$ cat src/rtl/pu_write_packer.sv
// PU write packer: buffers wide PU result words in a small FIFO and streams them
// out as AXI-width write beats, least-significant slice first, in bursts of a
// requested length. The slice position carries across bursts so a burst may end
// mid-word and the next one resumes where it stopped.
module pu_write_packer #(
  parameter int unsigned OP_WIDTH       = 16,
  parameter int unsigned NUM_PE         = 8,
  parameter int unsigned AXI_DATA_WIDTH = 64,  // must divide OP_WIDTH*NUM_PE
  parameter int unsigned FIFO_DEPTH     = 4,   // power of two, >= 2
  parameter int unsigned BURST_LEN_W    = 8
) (
  input  logic                          clk,
  input  logic                          reset,
  input  logic [OP_WIDTH*NUM_PE-1:0]    write_data,
  input  logic                          write_req,
  output logic                          write_ready,
  input  logic                          start,
  input  logic [BURST_LEN_W-1:0]        burst_len,
  output logic [AXI_DATA_WIDTH-1:0]     wr_data,
  output logic                          wr_valid,
  output logic                          wr_last,
  input  logic                          wr_ready,
  output logic                          burst_done,
  output logic                          overflow,
  output logic [$clog2(FIFO_DEPTH):0]   fifo_count
);

  localparam int unsigned WordW  = OP_WIDTH * NUM_PE;
  localparam int unsigned Beats  = WordW / AXI_DATA_WIDTH;
  localparam int unsigned PtrW   = $clog2(FIFO_DEPTH);
  localparam int unsigned CntW   = PtrW + 1;
  localparam int unsigned SliceW = (Beats > 1) ? $clog2(Beats) : 1;

  localparam logic [CntW-1:0]   DepthC    = CntW'(FIFO_DEPTH);
  localparam logic [SliceW-1:0] LastSlice = SliceW'(Beats - 1);

  typedef enum logic [0:0] {StIdle, StStream} state_e;

  // Storage is viewed as an array of beats so the current slice is a plain index.
  logic [Beats-1:0][AXI_DATA_WIDTH-1:0] mem_q [FIFO_DEPTH];

  state_e                 state_q, state_d;
  logic [BURST_LEN_W-1:0] beats_left_q, beats_left_d;
  logic [SliceW-1:0]      slice_q, slice_d;
  logic [PtrW-1:0]        wr_ptr_q, rd_ptr_q;
  logic [CntW-1:0]        count_q, count_d;
  logic                   overflow_q;
  logic                   burst_done_q;

  logic push;
  logic pop;
  logic xfer;
  logic last_slice;

  // Handshake decode; everything here depends only on registered state and inputs.
  always_comb begin
    write_ready = (count_q < DepthC);
    wr_valid    = (state_q == StStream) && (count_q != '0);
    wr_last     = wr_valid && (beats_left_q == '0);
    wr_data     = mem_q[rd_ptr_q][slice_q];
    push        = write_req && write_ready;
    xfer        = wr_valid && wr_ready;
    last_slice  = (slice_q == LastSlice);
    pop         = xfer && last_slice;
    burst_done  = burst_done_q;
    overflow    = overflow_q;
    fifo_count  = count_q;
  end

  // Burst FSM next state and beat countdown.
  always_comb begin
    state_d      = state_q;
    beats_left_d = beats_left_q;
    unique case (state_q)
      StIdle: begin
        if (start) begin
          state_d      = StStream;
          beats_left_d = burst_len;
        end
      end
      StStream: begin
        if (xfer) begin
          if (wr_last) begin
            state_d = StIdle;
          end else begin
            beats_left_d = beats_left_q - 1'b1;
          end
        end
      end
      default: state_d = StIdle;
    endcase
  end

  // Slice position and FIFO occupancy next state.
  always_comb begin
    slice_d = slice_q;
    count_d = count_q;
    if (xfer) begin
      slice_d = last_slice ? '0 : slice_q + 1'b1;
    end
    unique case ({push, pop})
      2'b10:   count_d = count_q + 1'b1;
      2'b01:   count_d = count_q - 1'b1;
      default: count_d = count_q;
    endcase
  end

  // Control state; reset discards buffered words and any partial burst.
  always_ff @(posedge clk or negedge reset) begin
    if (!reset) begin
      state_q      <= StIdle;
      beats_left_q <= '0;
      slice_q      <= '0;
      wr_ptr_q     <= '0;
      rd_ptr_q     <= '0;
      count_q      <= '0;
      overflow_q   <= 1'b0;
      burst_done_q <= 1'b0;
    end else begin
      state_q      <= state_d;
      beats_left_q <= beats_left_d;
      slice_q      <= slice_d;
      count_q      <= count_d;
      burst_done_q <= xfer && wr_last;
      // Pointers wrap naturally since FIFO_DEPTH is a power of two.
      if (push) wr_ptr_q <= wr_ptr_q + 1'b1;
      if (pop)  rd_ptr_q <= rd_ptr_q + 1'b1;
      if (write_req && !write_ready) overflow_q <= 1'b1;
    end
  end

  // Word storage; contents need no reset because occupancy gates every read.
  always_ff @(posedge clk) begin
    if (push) begin
      mem_q[wr_ptr_q] <= write_data;
    end
  end

endmodule

$ cat config.mk
export PLATFORM = sky130hd
export DESIGN_NAME = pu_write_packer
export DESIGN_NICKNAME = d
export VERILOG_FILES = /design/src/rtl/pu_write_packer.sv
export SDC_FILE = /design/constraint.sdc
export NUM_CORES = 1
export LEC_CHECK = 0
export CORE_MARGIN = 2
export CORE_UTILIZATION = 50
export CTS_CLUSTER_SIZE = 10
export DETAILED_ROUTE_END_ITERATION = 10
export GPL_TIMING_DRIVEN = 0
export MAX_ROUTING_LAYER = met4
export PLACE_DENSITY = 0.84
export SLEW_MARGIN = 0
export SYNTH_ARGS = -nofsm -noshare
export SYNTH_HDL_FRONTEND = slang
export SYNTH_SLANG_ARGS = --single-unit
$ cat constraint.sdc
create_clock -name clk -period 4.9 [get_ports clk]
set_input_delay 0.98 -clock clk [delete_from_list [all_inputs] [get_ports clk]]
set_output_delay 0.98 -clock clk [all_outputs]
set_load 0.01 [all_outputs]
==> impl_results.rst, run 1 <==
.. list-table::
   :header-rows: 1

   * - Metric
     - Value
   * - Upper clock frequency limit
     - 0.244 GHz
   * - Crit-path most repeated cell
     - nand2_1
   * - Std-Cell Rows
     - 73
   * - Die outline height
     - 206 µm
   * - Number of antenna-violating nets in the routed design
     - 0
   * - Kind of start point of the critical path
     - flip-flop
   * - Number of sinks on the clock net
     - 531
   * - Vias in the first global route
     - 10,884
   * - Result of the run
     - complete, no violations
   * - Total Routing Usage GR
     - 0.213
   * - FF-to-FF Start
     - fifo_count[2]$_DFFE_PN0P_
   * - Number of flops mapped to enable cells by yosys
     - 512
   * - Sum of overflow across all layers after global routing
     - 0
   * - Share of Yosys cell area claimed by the top area cell type
     - 0.755
   * - Cell types occupying the most area after synthesis
     - edfxtp_1, mux4_2, nand2_1
   * - Endpoint of the worst setup timing path
     - wr_data[50]
   * - Combinational Power Share
     - 0.334
   * - Net total in the final layout
     - 1,420
   * - Critical Setup Path Class
     - reg -> out
   * - CP max-delay cell
     - clkbuf_1
   * - Post-synth net total
     - 1,138
   * - Design internal power
     - 10.4 mW
   * - Clock power frac
     - 0.266
   * - Slew at the pin closest to its max-slew limit
     - 893 ps
   * - CP Launch Point
     - rd_ptr_q[1]$_DFFE_PN0P_
   * - P&R area growth vs syn
     - 22.9%
   * - CP Data Arrival Time
     - 3120 ps
   * - Crit path required time
     - 3920 ps
   * - Clock transition at the registers of the reported paths
     - 50 ps
   * - Worst reg2reg path depth
     - 5
   * - Worst reg2reg setup slack
     - 2250 ps
   * - Clock latency on the worst-skew pair
     - 600 ps
   * - Finish-stage setup viols
     - 0
   * - Asr flop ratio synth
     - 0.0358
   * - Unrepaired setup endpoints after global routing
     - false
   * - Leading register cell type out of synthesis
     - edfxtp_1
   * - First-pass GRT wire length
     - 64,500 µm
   * - Placeable core region
     - 40,000 µm²
   * - Total die area
     - 42,400 µm²
   * - Per-instance average area after synthesis
     - 20.6 µm²
   * - Number of antenna violations at the first check in global routing
     - 2
   * - Remaining DRCs
     - 0
   * - Overall via count from detail_route
     - 10,215
   * - CTS tree
     - built
   * - Horizontal die dimension
     - 206 µm
   * - Half-perimeter wire length of the detailed placement result
     - 26,500 µm
   * - Ratio of final minimum period to clock period
     - 0.838
   * - Post-place setup slack
     - 1200 ps
   * - Maximum number of pins on one net before global-route repair
     - 56
   * - Mean number of vias per cell
     - 5.62
   * - Aggregate routed wire length
     - 42,700 µm
   * - Post-synthesis instance area
     - 20,400 µm²
   * - Fraction of layout instances using a drive strength above 1
     - 0.178
   * - CP endpoint kind
     - output pin
   * - Final hold viol count
     - 0
   * - Largest area contributor in the netlist
     - edfxtp_1
   * - Yosys reg bits
     - 531
   * - Max Cap Violations
     - 0
   * - Drt first-iter violations
     - 862
   * - Layout Skew
     - 18.2 ps
   * - Maximum cell stage delay along the critical path
     - 690 ps
   * - Number of buffers inserted by hold repair at cts
     - 0
   * - Leakage
     - 8.38 nW
   * - Relative slew margins
     - 0.405
   * - Fill cells
     - 2,726
   * - Routed WL per cell
     - 23.5 µm
   * - Final core utilization
     - 0.626
   * - CTS HTree Levels
     - 2
   * - GP Congestion
     - 0.777
   * - Clock root cell
     - clkbuf_16
   * - Min-Delay Path Class
     - reg -> reg
   * - Share of synthesized area occupied by flip-flops and latches
     - 0.778
   * - Number of top-level design ports
     - 213
   * - Post-cts resize count
     - 0
   * - Ys Warns
     - 0
   * - Part of the total power dissipated in sequential elements
     - 0.400
   * - Effective utilization at floorplan
     - 0.509
   * - Sw frac
     - 0.292
   * - Clock period minus final worst setup slack
     - 4100 ps
   * - Critical Path, Cell by Cell
     - clkbuf_1, buf_2, mux4_2, nand2_1, nand2_1, clkdlybuf4s50_1
   * - Final total power
     - 14.6 mW
   * - Number of post-CTS setup repair buffers
     - 0
   * - Worst R2R End
     - mem_q[3][27]$_DFFE_PP_
   * - Maximum root-to-sink buffer count
     - 3
   * - Smallest hold slack
     - 474 ps
   * - Count of buffers from port buffering
     - 212
   * - Number of search-and-repair iterations in the first detailed-routing pass
     - 7
   * - Pins Over Slew Limit
     - 0
   * - Syn Inst Count
     - 989
   * - VDD IR max
     - 0.411 mV
   * - Commonest non-fill, non-tap cells in the layout
     - edfxtp_1, clkdlybuf4s50_1, nand2_1, mux4_2, clkbuf_16
   * - Cell area power density
     - 585 nW/µm²
   * - Sum of negative setup slack
     - 0 ps
   * - Synth unique cells
     - 43
   * - Clock buffer count from CTS
     - 60
   * - Least setup slack across all paths after layout
     - 795 ps
   * - Switching Power
     - 4.28 mW
   * - Max FO, Critical Path
     - 10
   * - Most frequent standard cell in the layout excluding fill and tap cells
     - edfxtp_1
==> worst max-delay path: cells and delay by family, from the launching register on <==
family / cells / cell delay [ps]
flip-flops: 1 / 370
AND/OR/NAND/NOR: 2 / 180
buffers and inverters: 3 / 1620
multiplexers: 1 / 360
==> routing by layer <==
| layer | part of all wire | wire, µm | GRT usage | up-vias |
|---|---|---|---|---|
| li1 | - | - | - | 4513 |
| met1 | 0.40 | 16900 | 0.277 | 5240 |
| met2 | 0.51 | 21600 | 0.347 | 394 |
| met3 | 0.076 | 3260 | 0.0383 | 68 |
| met4 | 0.021 | 888 | 0.0648 | 0 |
| met5 | 0 | 0 | - | - |
==> flip-flops by register name, indices dropped and copies added, names as in the netlist <==
name,count
mem_q,512
wr_ptr_q,2
rd_ptr_q,2
last_slice,1
fifo_count,3
burst_done,1
overflow,1
beats_left_q,8
state_q,1
==> metrics by stage <==
stage / std cells / area, µm²
2_1_floorplan: 989 / 20400
6_report: 1819 / 25000
5_1_grt: 1818 / 25000
3_5_place_dp: 1734 / 23400
4_1_cts: 1816 / 25000
3_3_place_gp: 1726 / 23100
==> area by class of cell <==
| cell class | instances | area (µm²) | share of cell area |
|---|---|---|---|
| Clock buffer | 77 | 1570 | 0.0625 |
| Antenna cell | 3 | 7.51 | 0.000300 |
| Buffer | 46 | 219 | 0.00874 |
| Timing Repair Buffer | 220 | 2340 | 0.0935 |
| Inverter | 14 | 52.6 | 0.00210 |
| Multi-Input combinational cell | 398 | 4260 | 0.170 |
| Tap cell | 525 | 657 | 0.0262 |
| Clock inverter | 5 | 90.1 | 0.00360 |
| Sequential cell | 531 | 15900 | 0.633 |
==> power groups by stage <==
stage | Clock (mW) | Sequential [mW] | Combinational, mW
6_report | 3.89 | 5.86 | 4.89
5_1_grt | 4.15 | 5.91 | 5.29
4_1_cts | 3.97 | 5.87 | 5.01
3_5_place_dp | 0 | 5.96 | 4.98
3_3_place_gp | 0 | 6.07 | 4.80
2_1_floorplan | 0 | 5.98 | 2.85
==> cell families (layout without fill, tap and decap cells) <==
kind of cell             count (synthesis)  after routing  synth area share
flip-flops                             531            531             0.778
AND/OR/NAND/NOR                        228            228            0.0467
multiplexers                           133            133             0.144
buffers and inverters                   60            362            0.0133
AO/OA/AOI/OAI                           22             22           0.00952
adder cells (fa/ha/maj)                  8              8           0.00528
XOR/XNOR                                 7              7           0.00301
other                                    0              3                 0
==> worst min path at each step <==
stage / from / endpoint / slack [ps] / cells after the start
floorplan: overflow$_DFFE_PN0P_ / overflow$_DFFE_PN0P_ / 490 / 1
global placement: overflow$_DFFE_PN0P_ / overflow$_DFFE_PN0P_ / 440 / 1
detailed placement: overflow$_DFFE_PN0P_ / overflow$_DFFE_PN0P_ / 450 / 1
CTS: overflow$_DFFE_PN0P_ / overflow$_DFFE_PN0P_ / 470 / 1
global route: overflow$_DFFE_PN0P_ / overflow$_DFFE_PN0P_ / 480 / 1
finish: overflow$_DFFE_PN0P_ / overflow$_DFFE_PN0P_ / 470 / 1
==> Yosys cell counts, types with 2 or more instances <==
master     number
mux4_2        128
nor2b_1         2
and2_1          4
ha_1            7
xor2_1          2
a31oi_1         3
a21oi_1         2
nand2_1       197
mux2i_1         5
xnor2_1         5
clkbuf_1       17
nand3_1         2
nor4_4          2
dfrtp_1        19
nor2_1         13
o21ai_0         3
buf_2           7
buf_1          12
edfxtp_1      512
inv_1          14
a2bb2oi_1       2
buf_4          10
Note: power is estimated with default switching activity, not from simulation.
==> run 2, diff against run 1 <==
--- a/config.mk
+++ b/config.mk
@@ -11,7 +11,7 @@
 export DETAILED_ROUTE_END_ITERATION = 10
 export GPL_TIMING_DRIVEN = 0
 export MAX_ROUTING_LAYER = met4
-export PLACE_DENSITY = 0.84
+export PLACE_DENSITY = 0.87
 export SLEW_MARGIN = 0
 export SYNTH_ARGS = -nofsm -noshare
 export SYNTH_HDL_FRONTEND = slang
==> constraint.sdc (replaced) <==
create_clock -name clk -period 3.6 [get_ports clk]
set_input_delay 0.72 -clock clk [delete_from_list [all_inputs] [get_ports clk]]
set_output_delay 0.72 -clock clk [all_outputs]
set_load 0.01 [all_outputs]
==> run 2 against run 1 <==
Clock power rose by 33%; global-route usage rose by 0.36 points; worst setup slack got worse by 660 ps; cell count fell by 0.16%; critical endpoint is now wr_data[55].
==> impl_results.rst, run 2 (synthesis gave the netlist of run 1 again) <==
.. list-table::
   :header-rows: 1

   * - Metric
     - Value
   * - Half-perimeter wire length of the detailed placement result
     - 26,700 µm (+0.72%)
   * - Placed cell count
     - 1,734 (unchanged)
   * - Clock transition at the registers of the reported paths
     - 60 ps (about the same)
   * - Finish-stage setup viols
     - 0 (unchanged)
   * - Switching Power
     - 5.89 mW (+38%)
   * - Clock buffer count from CTS
     - 60 (unchanged)
   * - Overall via count from detail_route
     - 10,374 (+1.6%)
   * - Unrepaired setup endpoints after global routing
     - false
   * - Number of search-and-repair iterations in the first detailed-routing pass
     - 6 (-1)
   * - P&R area growth vs syn
     - 23.1%
   * - Top reg by flops
     - mem_q
   * - Total Routing Usage GR
     - 0.217 (+0.00362)
   * - Endpoint of the worst setup timing path
     - wr_data[55]
   * - Clock period minus final worst setup slack
     - 3460 ps
   * - Most frequent standard cell in the layout excluding fill and tap cells
     - edfxtp_1
   * - Sum of overflow across all layers after global routing
     - 0 (unchanged)
   * - VDD IR max
     - 0.588 mV (+43%)
   * - Relative slew margins
     - 0.378 (-0.0267)
   * - CP Data Arrival Time
     - 2740 ps (-380 ps)
   * - Max Cap Violations
     - 0 (unchanged)
   * - Part of the total power dissipated in sequential elements
     - 0.401 (about the same)
   * - Final total power
     - 19.9 mW (+36%)
   * - Die outline height
     - 206 µm (unchanged)
   * - Final instance area
     - 25,100 µm² (+0.14%)
   * - Ratio of final minimum period to clock period
     - 0.962
   * - Std-Cell Rows
     - 73 (unchanged)
   * - Upper clock frequency limit
     - 0.289 GHz
   * - CP endpoint kind
     - output pin
   * - Remaining DRCs
     - 0 (unchanged)
   * - CP max-delay cell
     - clkdlybuf4s50_1
   * - Number of antenna violations at the first check in global routing
     - 1 (-1)
   * - CTS tree
     - built
   * - Crit-path most repeated cell
     - nand2_1
   * - Effective utilization at floorplan
     - 0.509 (unchanged)
   * - Critical Setup Path Class
     - reg -> out
   * - Number of buffers inserted by hold repair at cts
     - 0 (unchanged)
   * - FF-to-FF Start
     - last_slice$_DFFE_PN0N_
   * - Post-place setup slack
     - 366 ps (-830 ps)
   * - Worst reg2reg path depth
     - 8 (+3)
   * - Smallest hold slack
     - 472 ps (-2.47 ps)
   * - Worst R2R End
     - fifo_count[2]$_DFFE_PN0P_
   * - Design internal power
     - 14.1 mW (+36%)
   * - Vias in the first global route
     - 11,019 (+1.2%)
   * - Maximum number of pins on one net before global-route repair
     - 58 (+3.6%)
   * - Aggregate routed wire length
     - 43,400 µm (+1.7%)
   * - Drt first-iter violations
     - 740 (-14%)
   * - Slew at the pin closest to its max-slew limit
     - 930 ps (+37.2 ps)
   * - Combinational Power Share
     - 0.339 (+0.005)
   * - Maximum cell stage delay along the critical path
     - 560 ps (-130 ps)
   * - Clock power frac
     - 0.259 (-0.007)
   * - Total die area
     - 42,400 µm² (unchanged)
   * - Result of the run
     - complete, no violations
   * - Clock latency on the worst-skew pair
     - 600 ps (about the same)
   * - Number of antenna-violating nets in the routed design
     - 0 (unchanged)
   * - Mean number of vias per cell
     - 5.71 (+1.7%)
   * - Sw frac
     - 0.295 (+0.00314)
   * - Number of top-level design ports
     - 213 (unchanged)
   * - Fraction of layout instances using a drive strength above 1
     - 0.190 (+0.0122)
   * - Count of buffers from port buffering
     - 212 (unchanged)
   * - Number of sinks on the clock net
     - 531 (unchanged)
   * - Clock root cell
     - clkbuf_16
   * - Net total in the final layout
     - 1,418 (-0.14%)
   * - Kind of start point of the critical path
     - flip-flop
   * - Post-DP Area
     - 23,400 µm² (unchanged)
   * - CP Launch Point
     - last_slice$_DFFE_PN0N_
   * - Max FFs per register
     - 512 (unchanged)
   * - Count of non-filler cells in the finished layout
     - 1,816 (-0.16%)
   * - GP Congestion
     - 0.790 (+1.7%)
   * - Routed WL per cell
     - 23.9 µm (+1.8%)
   * - Least setup slack across all paths after layout
     - 136 ps (-660 ps)
   * - Max FO, Critical Path
     - 10 (unchanged)
   * - CTS HTree Levels
     - 2 (unchanged)
   * - Min-Delay Path Class
     - reg -> reg
   * - Critical Path, Cell by Cell
     - clkbuf_2, clkbuf_1, nand2_1, nand2_1, clkdlybuf4s50_1
   * - Pins Over Slew Limit
     - 0 (unchanged)
   * - Horizontal die dimension
     - 206 µm (unchanged)
   * - Placeable core region
     - 40,000 µm² (unchanged)
   * - Commonest non-fill, non-tap cells in the layout
     - edfxtp_1, clkdlybuf4s50_1, nand2_1, mux4_2, clkbuf_16
   * - Final hold viol count
     - 0 (unchanged)
   * - Cell area power density
     - 795 nW/µm² (+36%)
   * - Leakage
     - 8.42 nW (+0.42%)
   * - First-pass GRT wire length
     - 65,300 µm (+1.3%)
   * - Crit path required time
     - 2880 ps (-1040 ps)
   * - Layout Skew
     - 11.0 ps (-7.17 ps)
   * - Maximum root-to-sink buffer count
     - 3 (unchanged)
   * - Worst reg2reg setup slack
     - 1260 ps (-990 ps)
[run 2: cell types whose count changed in the layout (fill, tap and decap cells not counted), sizes merged]
| cell | change |
|---|---|
| diode | +1 |
| clkinv | +1 |
| clkinvlp | +1 |
| clkbuf | -3 |
| buf | -1 |
| bufinv | -2 |
[run 2: metrics by stage]
step,utilization,TNS (ps)
after detailed placement,0.584,0
after global routing,0.627,0
after CTS,0.625,-233
after global placement,0.579,-651720
final,0.627,0
after floorplan,-,0
[run 2: layer usage]
layer / part of all wire / global-route usage / vias up
met2: 0.50 / 0.352 / 448
li1: - / - / 4511
met4: 0.027 / 0.0732 / 0
met5: 0 / - / -
met1: 0.39 / 0.276 / 5327
met3: 0.074 / 0.0445 / 88
[run 2: worst max-delay path, delay by kind of cell (launching register included)]
kind / cells / cell delay (ps)
flops: 1 / 400
simple gates: 2 / 260
buf+inv: 3 / 1490
[run 2: how the worst min path moves through the flow]
stage                         start                          end  slack, ps  cells after the start
5_1_grt        overflow$_DFFE_PN0P_         overflow$_DFFE_PN0P_        490                      1
3_3_place_gp   overflow$_DFFE_PN0P_         overflow$_DFFE_PN0P_        440                      1
3_5_place_dp   overflow$_DFFE_PN0P_         overflow$_DFFE_PN0P_        460                      1
2_1_floorplan                 reset  beats_left_q[0]$_DFFE_PN0P_        420                      0
4_1_cts        overflow$_DFFE_PN0P_         overflow$_DFFE_PN0P_        470                      1
6_report       overflow$_DFFE_PN0P_         overflow$_DFFE_PN0P_        470                      1
[run 2: power by group through the flow]
stage                     logic (mW)  clock network [mW]  registers, mW
after floorplan                 3.88                   0           8.08
after global placement          6.53                   0           8.14
after detailed placement        6.74                   0           8.11
after CTS                       6.83                5.28           8.00
after global routing            7.30                5.51           8.07
final                           6.77                5.17           8.01
[run 2: repair_timing]
| action | 4_1_cts | 5_1_grt |
|---|---|---|
| pin swaps | 0 | 0 |
| endpoints found under the setup margin | 64 | 64 |
| gates resized for setup | 15 | 22 |
| hold endpoints to repair | 0 | 0 |
| buffers inserted | 0 | 0 |
[run 2: final cells by class]
class | instances | area [µm²]
Multi-Input combinational cell | 398 | 4260
Antenna cell | 4 | 10.0
Sequential cell | 531 | 15900
Fill cell | 2708 | 14900
Buffer | 44 | 293
Timing Repair Buffer | 220 | 2340
Inverter | 14 | 56.3
Tap cell | 525 | 657
Clock inverter | 5 | 43.8
Clock buffer | 75 | 1570
